--- config.mk ---
export PLATFORM = sky130hd
export DESIGN_NAME = io_bridge_flat
export DESIGN_NICKNAME = d
export VERILOG_FILES = /design/src/rtl/io_bridge_if.sv /design/src/rtl/io_bridge.sv /design/src/flat_wrapper.sv
export SDC_FILE = /design/constraint.sdc
export NUM_CORES = 1
export LEC_CHECK = 0
export BUFFER_PORTS_ARGS = -buffer_cell sky130_fd_sc_hd__clkbuf_2
export CAP_MARGIN = 25
export CORE_MARGIN = 2
export CORE_UTILIZATION = 32
export DETAILED_ROUTE_END_ITERATION = 12
export HOLD_SLACK_MARGIN = 0.06
export SETUP_SLACK_MARGIN = 0.15
export SLEW_MARGIN = 20
export SYNTH_ARGS = -nofsm -noshare
export SYNTH_HDL_FRONTEND = slang
export SYNTH_SLANG_ARGS = --single-unit
--- constraint.sdc ---
create_clock -name clock -period 3.9 [get_ports clock]
set_input_delay 0.39 -clock clock [delete_from_list [all_inputs] [get_ports clock]]
set_output_delay 0.39 -clock clock [all_outputs]
set_load 0.05 [all_outputs]
--- src/rtl/io_bridge_if.sv ---
// Decoder-side I/O bus: strobes, byte offset, store data and combinational read data.
interface io_bridge_if;
    logic        IORead;
    logic        IOWrite;
    logic [9:0]  addr_low;
    logic [31:0] wdata;
    logic [31:0] rdata;

    modport master (output IORead, output IOWrite, output addr_low, output wdata, input rdata);
    modport slave  (input IORead, input IOWrite, input addr_low, input wdata, output rdata);
endinterface

--- src/rtl/io_bridge.sv ---
// Memory-mapped I/O stage: LED register, debounced switches, and 8-digit scanned seven-segment display.
module io_bridge #(
    parameter logic [19:0] DEBOUNCE_CYCLES = 20'd500000,
    parameter logic [16:0] SCAN_CYCLES     = 17'd100000
) (
    input  logic             clock,
    input  logic             rst_n,
    io_bridge_if.slave       bus,
    input  logic [15:0]      switch_in,
    output logic [15:0]      led_out,
    output logic [7:0]       seg_out,
    output logic [7:0]       an_out
);
    localparam logic [9:0] ADDR_LED  = 10'h060;
    localparam logic [9:0] ADDR_SW   = 10'h070;
    localparam logic [9:0] ADDR_DISP = 10'h080;

    logic [15:0] led_q, led_d;
    logic [31:0] disp_q, disp_d;
    logic [15:0] sync1_q, sync2_q;
    logic [15:0] cand_q, cand_d;
    logic [15:0] stable_q, stable_d;
    logic [19:0] cnt_q, cnt_d;
    logic [16:0] scan_q, scan_d;
    logic [2:0]  idx_q, idx_d;
    logic [3:0]  digit [8];
    logic [3:0]  nibble;

    always_ff @(posedge clock or negedge rst_n) begin
        if (!rst_n) begin
            led_q    <= '0;
            disp_q   <= '0;
            sync1_q  <= '0;
            sync2_q  <= '0;
            cand_q   <= '0;
            stable_q <= '0;
            cnt_q    <= '0;
            scan_q   <= '0;
            idx_q    <= '0;
        end else begin
            led_q    <= led_d;
            disp_q   <= disp_d;
            sync1_q  <= switch_in;
            sync2_q  <= sync1_q;
            cand_q   <= cand_d;
            stable_q <= stable_d;
            cnt_q    <= cnt_d;
            scan_q   <= scan_d;
            idx_q    <= idx_d;
        end
    end

    always_comb begin
        led_d  = led_q;
        disp_d = disp_q;
        if (bus.IOWrite) begin
            case (bus.addr_low)
                ADDR_LED:  led_d  = bus.wdata[15:0];
                ADDR_DISP: disp_d = bus.wdata;
                default:   ;
            endcase
        end
    end

    // Any disagreement restarts the hold count; the stable value updates only once the count saturates.
    always_comb begin
        cand_d   = cand_q;
        cnt_d    = cnt_q;
        stable_d = stable_q;
        if (sync2_q != cand_q) begin
            cand_d = sync2_q;
            cnt_d  = '0;
        end else begin
            if (cnt_q != DEBOUNCE_CYCLES - 20'd1)
                cnt_d = cnt_q + 20'd1;
            if (cnt_d == DEBOUNCE_CYCLES - 20'd1)
                stable_d = cand_q;
        end
    end

    always_comb begin
        scan_d = scan_q + 17'd1;
        idx_d  = idx_q;
        if (scan_q == SCAN_CYCLES - 17'd1) begin
            scan_d = '0;
            idx_d  = idx_q + 3'd1;
        end
    end

    generate
        for (genvar gi = 0; gi < 8; gi++) begin : g_digit
            assign digit[gi] = disp_q[4*gi +: 4];
        end
    endgenerate

    assign nibble  = digit[idx_q];
    assign an_out  = ~(8'b0000_0001 << idx_q);
    assign led_out = led_q;

    // Glyphs are {dp,g..a} active-low; dp stays dark.
    always_comb begin
        case (nibble)
            4'h0: seg_out = 8'hC0;
            4'h1: seg_out = 8'hF9;
            4'h2: seg_out = 8'hA4;
            4'h3: seg_out = 8'hB0;
            4'h4: seg_out = 8'h99;
            4'h5: seg_out = 8'h92;
            4'h6: seg_out = 8'h82;
            4'h7: seg_out = 8'hF8;
            4'h8: seg_out = 8'h80;
            4'h9: seg_out = 8'h90;
            4'hA: seg_out = 8'h88;
            4'hB: seg_out = 8'h83;
            4'hC: seg_out = 8'hC6;
            4'hD: seg_out = 8'hA1;
            4'hE: seg_out = 8'h86;
            default: seg_out = 8'h8E;
        endcase
    end

    always_comb begin
        bus.rdata = '0;
        if (bus.IORead) begin
            case (bus.addr_low)
                ADDR_LED:  bus.rdata = {16'b0, led_q};
                ADDR_SW:   bus.rdata = {16'b0, stable_q};
                ADDR_DISP: bus.rdata = disp_q;
                default:   bus.rdata = '0;
            endcase
        end
    end
endmodule
--- src/flat_wrapper.sv ---
// flat-port wrapper written by rule: the top's interface ports become plain ports
module io_bridge_flat 
#(
    parameter logic [19:0] DEBOUNCE_CYCLES = 20'd500000,
    parameter logic [16:0] SCAN_CYCLES     = 17'd100000
)
  (clock, rst_n, switch_in, led_out, seg_out, an_out, bus_IORead, bus_IOWrite, bus_addr_low, bus_wdata, bus_rdata);
  io_bridge_if bus_i ();
  input  logic clock;
  input  logic rst_n;
  input  logic [15:0] switch_in;
  output logic [15:0] led_out;
  output logic [7:0] seg_out;
  output logic [7:0] an_out;
  input wire logic [$bits(bus_i.IORead)-1:0] bus_IORead;
  input wire logic [$bits(bus_i.IOWrite)-1:0] bus_IOWrite;
  input wire logic [$bits(bus_i.addr_low)-1:0] bus_addr_low;
  input wire logic [$bits(bus_i.wdata)-1:0] bus_wdata;
  output wire logic [$bits(bus_i.rdata)-1:0] bus_rdata;
  assign bus_i.IORead = bus_IORead;
  assign bus_i.IOWrite = bus_IOWrite;
  assign bus_i.addr_low = bus_addr_low;
  assign bus_i.wdata = bus_wdata;
  assign bus_rdata = bus_i.rdata;
  io_bridge #(.DEBOUNCE_CYCLES(DEBOUNCE_CYCLES), .SCAN_CYCLES(SCAN_CYCLES)) u_core (.clock(clock), .rst_n(rst_n), .bus(bus_i), .switch_in(switch_in), .led_out(led_out), .seg_out(seg_out), .an_out(an_out));
endmodule
==> flow_metrics.py, run 1 <==
metrics = {
    "run_status": {
        "outcome": "completed",
    },
    "hold_path": {
        "hold_class": "in2reg",
    },
    "job": {
        "maxCapViolCount": 0,
    },
    "cells_and_area": {
        "utilization_pct": 39.8,
        "drive_above_1_share_pct": 36.7,
        "n_antenna_cell": 0,
        "regArea_sq_mm": 0.00380,
        "nFillCells": 2128,
        "multi_input_area_sq_mm": 0.00314,
        "syn_to_final_growth_pct": 21.4,
        "fin_nets": 786,
    },
    "synth": {
        "synth_common_cells": "152 x dfrtp_1, 71 x mux2_2, 39 x nor2_1",
        "syn_avg_cell_area_sq_um": 12.1,
        "synth.area.top_cells": "dfrtp_1 53%, mux2_2 11%, xor2_1 3.5%",
        "synth_enable_flop_cells": 0,
        "ys_ff_latch": 152,
        "synth_ff_type": "dfrtp_1",
        "ys_warn_count": 0,
        "synth_seq_area_share_pct": 53.1,
        "synthAdderAreaFrac_pct": 2.62,
        "synth_xor_area_share_pct": 5.86,
        "syn-num-nets": 670,
        "synth-simple-area-share_pct": 13.8,
        "synth_top_cell_area_share_pct": 53.1,
        "synth_cell_types": 51,
        "yosysTopAreaCell": "dfrtp_1",
        "synthCells": 593,
        "synth-compound-area-share_pct": 4.31,
        "synth_top_family_by_area": "multiplexers",
        "ys_async_sr_fraction_pct": 100,
        "synth_area_sq_mm": 0.00717,
        "muxShareOfSynthArea_pct": 16.9,
        "synth.most_common_cell": "dfrtp_1",
    },
    "worst_setup_path": {
        "r2r_slack_ns": 0.72,
        "crit_chain": "mux4_2 > mux2i_1 > nor2b_1 > nor2_1 > nand2_1 > nand3_1 > clkbuf_2",
        "cp.depth": 7,
        "cp_num_buf_inv": 1,
        "r2r_end": "u_core.stable_q[3]$_DFFE_PN0P_",
        "critPathArrivalTime_ns": 3.03,
        "cp_data_required_time_ns": 3.51,
        "cp_max_fo": 11,
        "reg2reg_from": "u_core.cnt_q[0]$_DFF_PN0_",
        "start_kind": "flip-flop",
        "reg2reg_depth": 8,
        "critPathLaunch": "u_core.idx_q[0]$_DFFE_PN0N_",
        "critPathCaptureType": "output pin",
        "cp_top_family": "multiplexers",
        "worstSetupPathType": "reg2out",
        "critical-path-max-stage-delay_ns": 0.73,
        "worstSetupEndpoint": "seg_out[0]",
        "crit_path_top_delay_cell": "dfrtp_1",
    },
    "power": {
        "p_per_area_mw_per_mm2": 390,
        "p_comb_share_pct": 4.2,
        "clkPwrFrac_pct": 47.7,
        "power_uw": 3390,
        "leakagePower_uw": 0.00412,
        "p_sw_share_pct": 22.8,
        "ir_worst_vdd_uv": 188,
        "switchingPower_uw": 773,
        "intPower_uw": 2620,
        "pwr-share-seq_pct": 48.1,
    },
    "grt": {
        "grt_pass1_vias": 4930,
        "grt_max_degree": 102,
        "antenna_found_initial": 1,
        "grt_pass1_wl_mm": 27.1,
        "groute.usage.overall_pct": 14.6,
        "overflow": 0,
    },
    "timing": {
        "fin_setup_tns_ns": 0,
        "hold_viol_final": 0,
        "fin_skew_ns": 0.0108,
        "max_freq_ghz": 0.292,
        "tightestPinTransition_ns": 0.709,
        "setup_ws_ns": 0.476,
        "slew_violations": 0,
        "timing.slew.headroom_pct": 51.4,
        "fin_crit_ns": 3.42,
        "finalCritPeriodShare_pct": 87.8,
        "setup_viol": 0,
        "rsz0062_at_grt": "false",
    },
    "floorplanning": {
        "start_util_pct": 32.7,
        "io_pins": 126,
        "placeableCoreArea_sq_mm": 0.0219,
        "rows": 54,
        "die_x_um": 154,
        "fp.dieArea_sq_mm": 0.0236,
        "die_y_um": 154,
    },
    "route": {
        "viasPerCell": 4.83,
        "drt-initial-drc-count": 234,
        "totalWireLength_mm": 16.6,
        "ant_nets": 0,
        "wl_per_cell_um": 16.6,
        "firstDrtPassIters": 4,
        "drcViolationCount": 0,
        "num_vias": 4837,
    },
    "clock_network": {
        "cts.sinks": 152,
        "numCtsBuffers": 17,
        "clockBufferDepth": 2,
        "root_buffer": "clkbuf_16",
        "tritoncts": "yes",
        "clk_pin_slew_ns": 0.06,
        "post_cts_resized": 0,
        "insertion_delay_ns": 0.42,
        "h-tree-depth": 4,
    },
    "place": {
        "gp_congestion": 0.840,
        "port_buffers": 124,
        "post-place-ws_ns": 0.743,
        "place_hpwl_mm": 11.8,
    },
}
==> placed cells by master (no fill, tap or decap), types with 4 or more instances in the layout <==
cell,count
dfrtp_1,152
clkbuf_2,123
mux2_2,71
nor2_1,39
nand2_1,36
xor2_1,29
and3_1,22
nor2b_1,20
xnor2_1,19
clkbuf_16,17
a22oi_1,16
ha_1,15
nand3_1,14
inv_1,11
nand4_1,11
buf_4,11
mux2_4,10
nor4_1,9
mux4_2,9
a21oi_1,8
mux2i_1,6
nor3_1,6
dlygate4sd3_1,5
o21ai_0,4
clkinvlp_4,4
==> worst min-delay path by stage <==
stage | startpoint | end | slack, ns | cells after the start
global route | switch_in[14] | u_core.sync1_q[14]$_DFF_PN0_ | 0.06 | 1
floorplan | rst_n | u_core.cand_q[0]$_DFFE_PN0N_ | 0.09 | 0
detailed placement | u_core.sync1_q[7]$_DFF_PN0_ | u_core.sync2_q[7]$_DFF_PN0_ | 0.33 | 0
finish | switch_in[5] | u_core.sync1_q[5]$_DFF_PN0_ | 0.07 | 1
CTS | switch_in[14] | u_core.sync1_q[14]$_DFF_PN0_ | 0.06 | 1
global placement | u_core.sync1_q[9]$_DFF_PN0_ | u_core.sync2_q[9]$_DFF_PN0_ | 0.33 | 0
==> cells by family after synthesis <==
kind of cell / after synthesis
AOI/OAI and AO/OA: 42
xor gates and xnor gates: 48
adders and majority gates: 15
buffers and inverters: 56
DFF: 152
muxes: 96
other: 1
and+or+nand+nor: 183
==> power groups by stage <==
stage	Combinational, uW	Clock [uW]	Sequential [uW]
floorplan	52.9	0	1660
global placement	139	0	1660
detailed placement	140	0	1660
CTS	143	1650	1630
global route	160	1720	1630
finish	144	1620	1630
==> what timing repair did <==
action / 4_1_cts / 5_1_grt
hold buffers: 3 / 2
buffers inserted: 0 / 0
hold endpoints to repair: 3 / 53
==> flip-flops by register name, indices dropped and copies added (netlist names) <==
name / cells
u_core.cand_q: 16
u_core.cnt_q: 20
u_core.disp_q: 32
u_core.idx_q: 3
u_core.led_out: 16
u_core.scan_q: 17
u_core.stable_q: 16
u_core.sync1_q: 16
u_core.sync2_q: 16
==> per-stage QoR <==
step	hold slack, ns	instance area, sq um	std cells
floorplan	0.0944	7170	593
global placement	0.334	8050	964
detailed placement	0.335	8050	964
CTS	0.0604	8660	999
global route	0.0609	8700	1002
finish	0.0747	8700	1002
==> worst reg2reg max path: cells and delay by family, from the launching register on <==
kind	cells	cell delay [ns]
buf+inv	1	0.26
compound gates	2	0.75
mux	1	0.36
fa+ha+maj	1	0.31
flops	1	0.47
simple gates	3	0.92
==> per-layer routing <==
layer | part of all wire, % | up-vias | wire, um | track usage (%)
li1 | - | 2303 | - | -
met5 | 0.066 | - | 11 | 0
met2 | 46 | 114 | 7580 | 22.3
met1 | 47 | 2381 | 7740 | 19.8
met3 | 4.6 | 37 | 765 | 3.44
met4 | 3.0 | 2 | 499 | 6.29
==> final cells by class <==
type | instances | area share (%)
clock buffer | 20 | 5.02
timing repair buffer | 141 | 9.04
tap | 280 | 4.03
clock inverter | 12 | 1.64
sequential | 152 | 43.7
inverter | 12 | 0.518
multi-input combinational | 385 | 36.1
Power figures use the tool's default switching activity.
==> run 2: changes to the inputs <==
clock period = 4.19 ns   (was 3.9 ns; I/O delays follow)
==> run 2 against run 1 <==
Against the previous run: worst setup slack improved by 0.22 ns; critical path depth unchanged; via count about the same; largest power group unchanged; sequential power decreased by 7%; non-clock buffer count decreased by 8.
==> flow_metrics.py, run 2 (synthesis results as in run 1) <==
metrics = {
    "place": {
        "placed_cell_area_sq_mm": 0.00803,
        "place_hpwl_mm": 11.7,
        "gp_congestion": 0.854,
        "port_buffers": 124,
        "placed_cells": 962,
    },
    "clock_network": {
        "clk_pin_slew_ns": 0.06,
        "clockBufferDepth": 2,
        "cts.sinks": 152,
        "h-tree-depth": 4,
        "cts_hold_buffers": 0,
        "root_buffer": "clkbuf_16",
        "post_cts_resized": 0,
        "numCtsBuffers": 17,
        "tritoncts": "yes",
        "insertion_delay_ns": 0.43,
        "cts_setup_buffers": 0,
    },
    "cells_and_area": {
        "largest_reg_flops": 32,
        "regMostFlops": "u_core.disp_q",
        "final_cell_mix": "152 x dfrtp_1, 123 x clkbuf_2, 71 x mux2_2, 39 x nor2_1, 36 x nand2_1",
        "drive_above_1_share_pct": 37.1,
        "stdcell_count": 994,
        "stdcell_area_sq_mm": 0.00861,
        "syn_to_final_growth_pct": 20.1,
        "largestRegisters": "u_core.disp_q (32), u_core.cnt_q (20), u_core.scan_q (17)",
        "fin_nets": 778,
        "n_antenna_cell": 0,
        "final_common_cell": "dfrtp_1",
    },
    "route": {
        "drt-initial-drc-count": 267,
        "wl_per_cell_um": 16.5,
        "num_vias": 4838,
        "drcViolationCount": 0,
        "totalWireLength_mm": 16.4,
        "viasPerCell": 4.87,
        "ant_nets": 0,
        "firstDrtPassIters": 4,
    },
    "power": {
        "ir_worst_vdd_uv": 183,
        "p_per_area_mw_per_mm2": 365,
        "leakagePower_uw": 0.00410,
        "power_uw": 3140,
    },
    "worst_setup_path": {
        "reg2reg_depth": 8,
        "reg2reg_from": "u_core.cnt_q[0]$_DFF_PN0_",
        "cp_data_required_time_ns": 3.77,
        "cp_max_fo": 11,
        "worstSetupPathType": "reg2out",
        "r2r_end": "u_core.stable_q[1]$_DFFE_PN0P_",
        "start_kind": "flip-flop",
        "r2r_slack_ns": 0.89,
        "critPathCaptureType": "output pin",
        "critPathArrivalTime_ns": 3.07,
    },
    "job": {
        "maxCapViolCount": 0,
    },
    "floorplanning": {
        "placeableCoreArea_sq_mm": 0.0219,
        "die_x_um": 154,
        "die_y_um": 154,
        "io_pins": 126,
        "start_util_pct": 32.7,
        "rows": 54,
        "fp.dieArea_sq_mm": 0.0236,
    },
    "timing": {
        "fin_crit_ns": 3.49,
        "finalCritPeriodShare_pct": 83.3,
        "slew_violations": 0,
        "setup_viol": 0,
        "tightestPinTransition_ns": 0.928,
        "hold_viol_final": 0,
        "max_freq_ghz": 0.286,
        "timing.slew.headroom_pct": 37.9,
        "holdWs_ns": 0.0680,
        "fin_skew_ns": 0.00896,
        "rsz0062_at_grt": "false",
        "fin_setup_tns_ns": 0,
    },
    "run_status": {
        "outcome": "completed",
    },
    "grt": {
        "grt_pass1_wl_mm": 27.0,
        "grt_pass1_vias": 4951,
        "antenna_found_initial": 0,
        "overflow": 0,
        "groute.usage.overall_pct": 14.5,
        "grt_max_degree": 93,
    },
    "hold_path": {
        "hold_class": "in2async",
    },
}
==> run 2: critical path: stages (launching register included) <==
cell	delay [ns]
dfrtp_1	0.72
mux4_2	0.59
mux2i_1	0.62
nor2b_1	0.16
nor2_1	0.14
nand2_1	0.06
nand3_1	0.07
clkbuf_2	0.27
==> run 2: final cells by class <==
cell class	instances	area, sq um
multi-input combinational	385	3140
sequential	152	3800
fill	2145	13300
clock buffer	18	439
clock inverter	14	136
tap	280	350
inverter	12	45.0
timing repair buffer	133	694
==> run 2: through the flow <==
| stage | worst slack [ns] | util, % |
|---|---|---|
| floorplan | 0.488 | - |
| global placement | 0.994 | 36.7 |
| detailed placement | 0.930 | 36.7 |
| CTS | 0.629 | 39.3 |
| global route | 0.390 | 39.3 |
| finish | 0.699 | 39.3 |
==> run 2: per-layer routing <==
layer / wire length [um] / track usage [%] / vias to the layer above
li1: - / - / 2291
met1: 7690 / 19.2 / 2398
met2: 7530 / 22.4 / 115
met3: 622 / 3.13 / 34
met4: 580 / 7.25 / 0
met5: 0 / 0 / -
==> run 2: how the worst max path moves through the flow <==
stage	start	end	cells past startpoint
global placement	u_core.cnt_q[0]$_DFF_PN0_	u_core.stable_q[2]$_DFFE_PN0P_	8
finish	u_core.idx_q[0]$_DFFE_PN0N_	seg_out[0]	7
floorplan	u_core.idx_q[0]$_DFFE_PN0N_	seg_out[4]	7
detailed placement	u_core.cnt_q[0]$_DFF_PN0_	u_core.stable_q[1]$_DFFE_PN0P_	8
CTS	u_core.idx_q[0]$_DFFE_PN0N_	seg_out[1]	6
global route	u_core.idx_q[0]$_DFFE_PN0N_	seg_out[1]	6
==> run 2: where the power goes <==
| part | internal, uW | switching, uW | total (uW) | leakage [uW] |
|---|---|---|---|---|
| Sequential | 1500 | 19.9 | 1520 | 0.00200 |
| Combinational | 47.1 | 80.1 | 127 | 0.00182 |
| Clock | 849 | 643 | 1490 | 0.000286 |
==> run 3: changes to the inputs <==
clock period = 3.2 ns   (was 4.19 ns; I/O delays follow)
==> run 3 against run 2 <==
Against the previous run: sequential share of layout area shrank 2.1 points; worst setup slack got worse by 0.43 ns; highest routed layer unchanged; largest cell class unchanged; hold slack improved by 0.061 ns; largest power group is now the clock network; combinational power grew 47%; global-route usage is 0.15 points higher.
==> flow_metrics.py, run 3 (synthesis results as in run 1) <==
metrics = {
    "cells_and_area": {
        "largest_reg_flops": 32,
        "stdcell_count": 1026,
        "final_cell_mix": "149 x dfrtp_1, 119 x clkbuf_2, 71 x mux2_2, 39 x nor2_1, 34 x nand2_1",
        "final_common_cell": "dfrtp_1",
        "drive_above_1_share_pct": 39.0,
        "syn_to_final_growth_pct": 26.1,
        "largestRegisters": "u_core.disp_q (32), u_core.cnt_q (20), u_core.scan_q (17)",
        "regMostFlops": "u_core.disp_q",
        "n_antenna_cell": 0,
        "fin_nets": 813,
    },
    "floorplanning": {
        "start_util_pct": 32.7,
        "die_x_um": 154,
        "rows": 54,
        "io_pins": 126,
        "die_y_um": 154,
        "fp.dieArea_sq_mm": 0.0236,
        "placeableCoreArea_sq_mm": 0.0219,
    },
    "grt": {
        "antenna_found_initial": 0,
        "grt_pass1_vias": 5139,
        "groute.usage.overall_pct": 14.6,
        "grt_pass1_wl_mm": 27.5,
        "overflow": 0,
        "grt_max_degree": 80,
    },
    "timing": {
        "max_freq_ghz": 0.341,
        "hold_viol_final": 0,
        "rsz0062_at_grt": "false",
        "slew_violations": 0,
        "timing.slew.headroom_pct": 50.9,
        "tightestPinTransition_ns": 0.736,
        "fin_skew_ns": 0.0136,
        "fin_crit_ns": 2.93,
        "setup_ws_ns": 0.265,
        "setup_viol": 0,
        "finalCritPeriodShare_pct": 91.7,
        "fin_setup_tns_ns": 0,
    },
    "route": {
        "viasPerCell": 4.87,
        "drt-initial-drc-count": 299,
        "firstDrtPassIters": 6,
        "num_vias": 5001,
        "drcViolationCount": 0,
        "totalWireLength_mm": 16.9,
        "ant_nets": 0,
        "wl_per_cell_um": 16.5,
    },
    "clock_network": {
        "clockBufferDepth": 2,
        "insertion_delay_ns": 0.42,
        "cts.sinks": 152,
        "root_buffer": "clkbuf_16",
        "h-tree-depth": 4,
        "tritoncts": "yes",
        "clk_pin_slew_ns": 0.06,
        "numCtsBuffers": 17,
    },
    "worst_setup_path": {
        "start_kind": "flip-flop",
        "crit_path_top_delay_cell": "or4_1",
        "cp_max_fo": 9,
        "critPathArrivalTime_ns": 3.23,
        "r2r_slack_ns": 0.27,
        "cp_data_required_time_ns": 3.50,
        "crit_chain": "ha_2 > nand4_1 > or4_1 > a211o_1 > a2111oi_4 > buf_6 > mux2_2",
        "worstSetupPathType": "reg2reg",
        "critical-path-max-stage-delay_ns": 0.62,
        "critPathCaptureType": "flip-flop",
    },
    "place": {
        "port_buffers": 124,
        "placed_cells": 972,
        "place_hpwl_mm": 12.0,
        "gp_congestion": 0.810,
        "post-place-ws_ns": 0.160,
    },
    "power": {
        "power_uw": 4380,
        "ir_worst_vdd_uv": 277,
        "leakagePower_uw": 0.00429,
        "p_per_area_mw_per_mm2": 484,
    },
    "hold_path": {
        "hold_class": "in2reg",
    },
    "run_status": {
        "outcome": "completed",
    },
    "job": {
        "maxCapViolCount": 0,
    },
}
[run 3: changes by cell type in the layout (fill, tap and decap cells not counted), moves of 3 or more]
cell	before	now
dlygate4sd3_1	0	17
bufinv_16	1	5
inv_6	6	0
clkinv_2	3	0
clkbuf_8	1	4
clkbuf_2	123	119
buf_4	9	25
dfrtp_2	0	3
dfrtp_1	152	149
[run 3: power by group]
part | total [uW] | internal [uW] | switching, uW | leakage, uW
Clock | 2200 | 1460 | 745 | 0.000314
Combinational | 187 | 79.0 | 108 | 0.00198
Sequential | 1990 | 1960 | 26.0 | 0.00199
[run 3: metrics by stage]
step / hold slack, ns / cell area (sq um) / util [%]
5_1_grt: 0.116 / 9040 / 41.3
3_3_place_gp: 0.334 / 8120 / 37.1
3_5_place_dp: 0.336 / 8120 / 37.1
2_1_floorplan: 0.0244 / 7170 / -
4_1_cts: 0.115 / 8980 / 41.0
6_report: 0.129 / 9040 / 41.3
[run 3: worst paths after layout]
check | start | depth (start not counted) | endpoint
min in group asynchronous | rst_n | 2 | u_core.disp_q[26]$_DFFE_PN0P_
max in group asynchronous | rst_n | 3 | u_core.cand_q[6]$_DFFE_PN0N_
hold reg to reg | u_core.sync1_q[15]$_DFF_PN0_ | 0 | u_core.sync2_q[15]$_DFF_PN0_
setup / recovery | u_core.cnt_q[1]$_DFF_PN0_ | 7 | u_core.stable_q[3]$_DFFE_PN0P_
hold / removal | bus_wdata[26] | 2 | u_core.disp_q[26]$_DFFE_PN0P_
setup reg to reg | u_core.cnt_q[1]$_DFF_PN0_ | 7 | u_core.stable_q[3]$_DFFE_PN0P_
[run 3: what timing repair did]
| item | CTS | global route |
|---|---|---|
| hold buffers | 17 | 0 |
| endpoints found under the setup margin | 8 | 21 |
| resized for setup | 4 | 16 |
| setup buffers | 4 | 4 |
| endpoints found under the hold margin | 93 | 0 |
| pin swaps | 0 | 2 |
[run 3: worst max-delay path: cells and delay by family (launching register included)]
kind	cells	cell delay, ns
AO/OA/AOI/OAI	2	0.74
adder cells (fa/ha/maj)	1	0.24
buffers and inverters	1	0.21
flip-flops	1	0.42
multiplexers	1	0.34
AND/OR/NAND/NOR	2	0.86
[run 3: per-layer routing]
layer  share of wire, %  track usage, %  routed length [um]  vias to the layer above
li1                   -               -                   -                     2347
met1                 45            19.4                7660                     2488
met2                 47            23.1                7960                      143
met3                5.9            4.48                 995                       23
met4                1.9            4.46                 324                        0
met5                  0               0                   0                        -
[run 3: area by class of cell]
type / instances / area (sq um)
clock inverters: 7 / 166
well taps: 280 / 350
clock buffers: 22 / 484
flip-flops and latches: 152 / 3810
multi-input cells: 385 / 3160
fillers: 2074 / 12800
repair buffers: 168 / 1030
inverters: 12 / 48.8
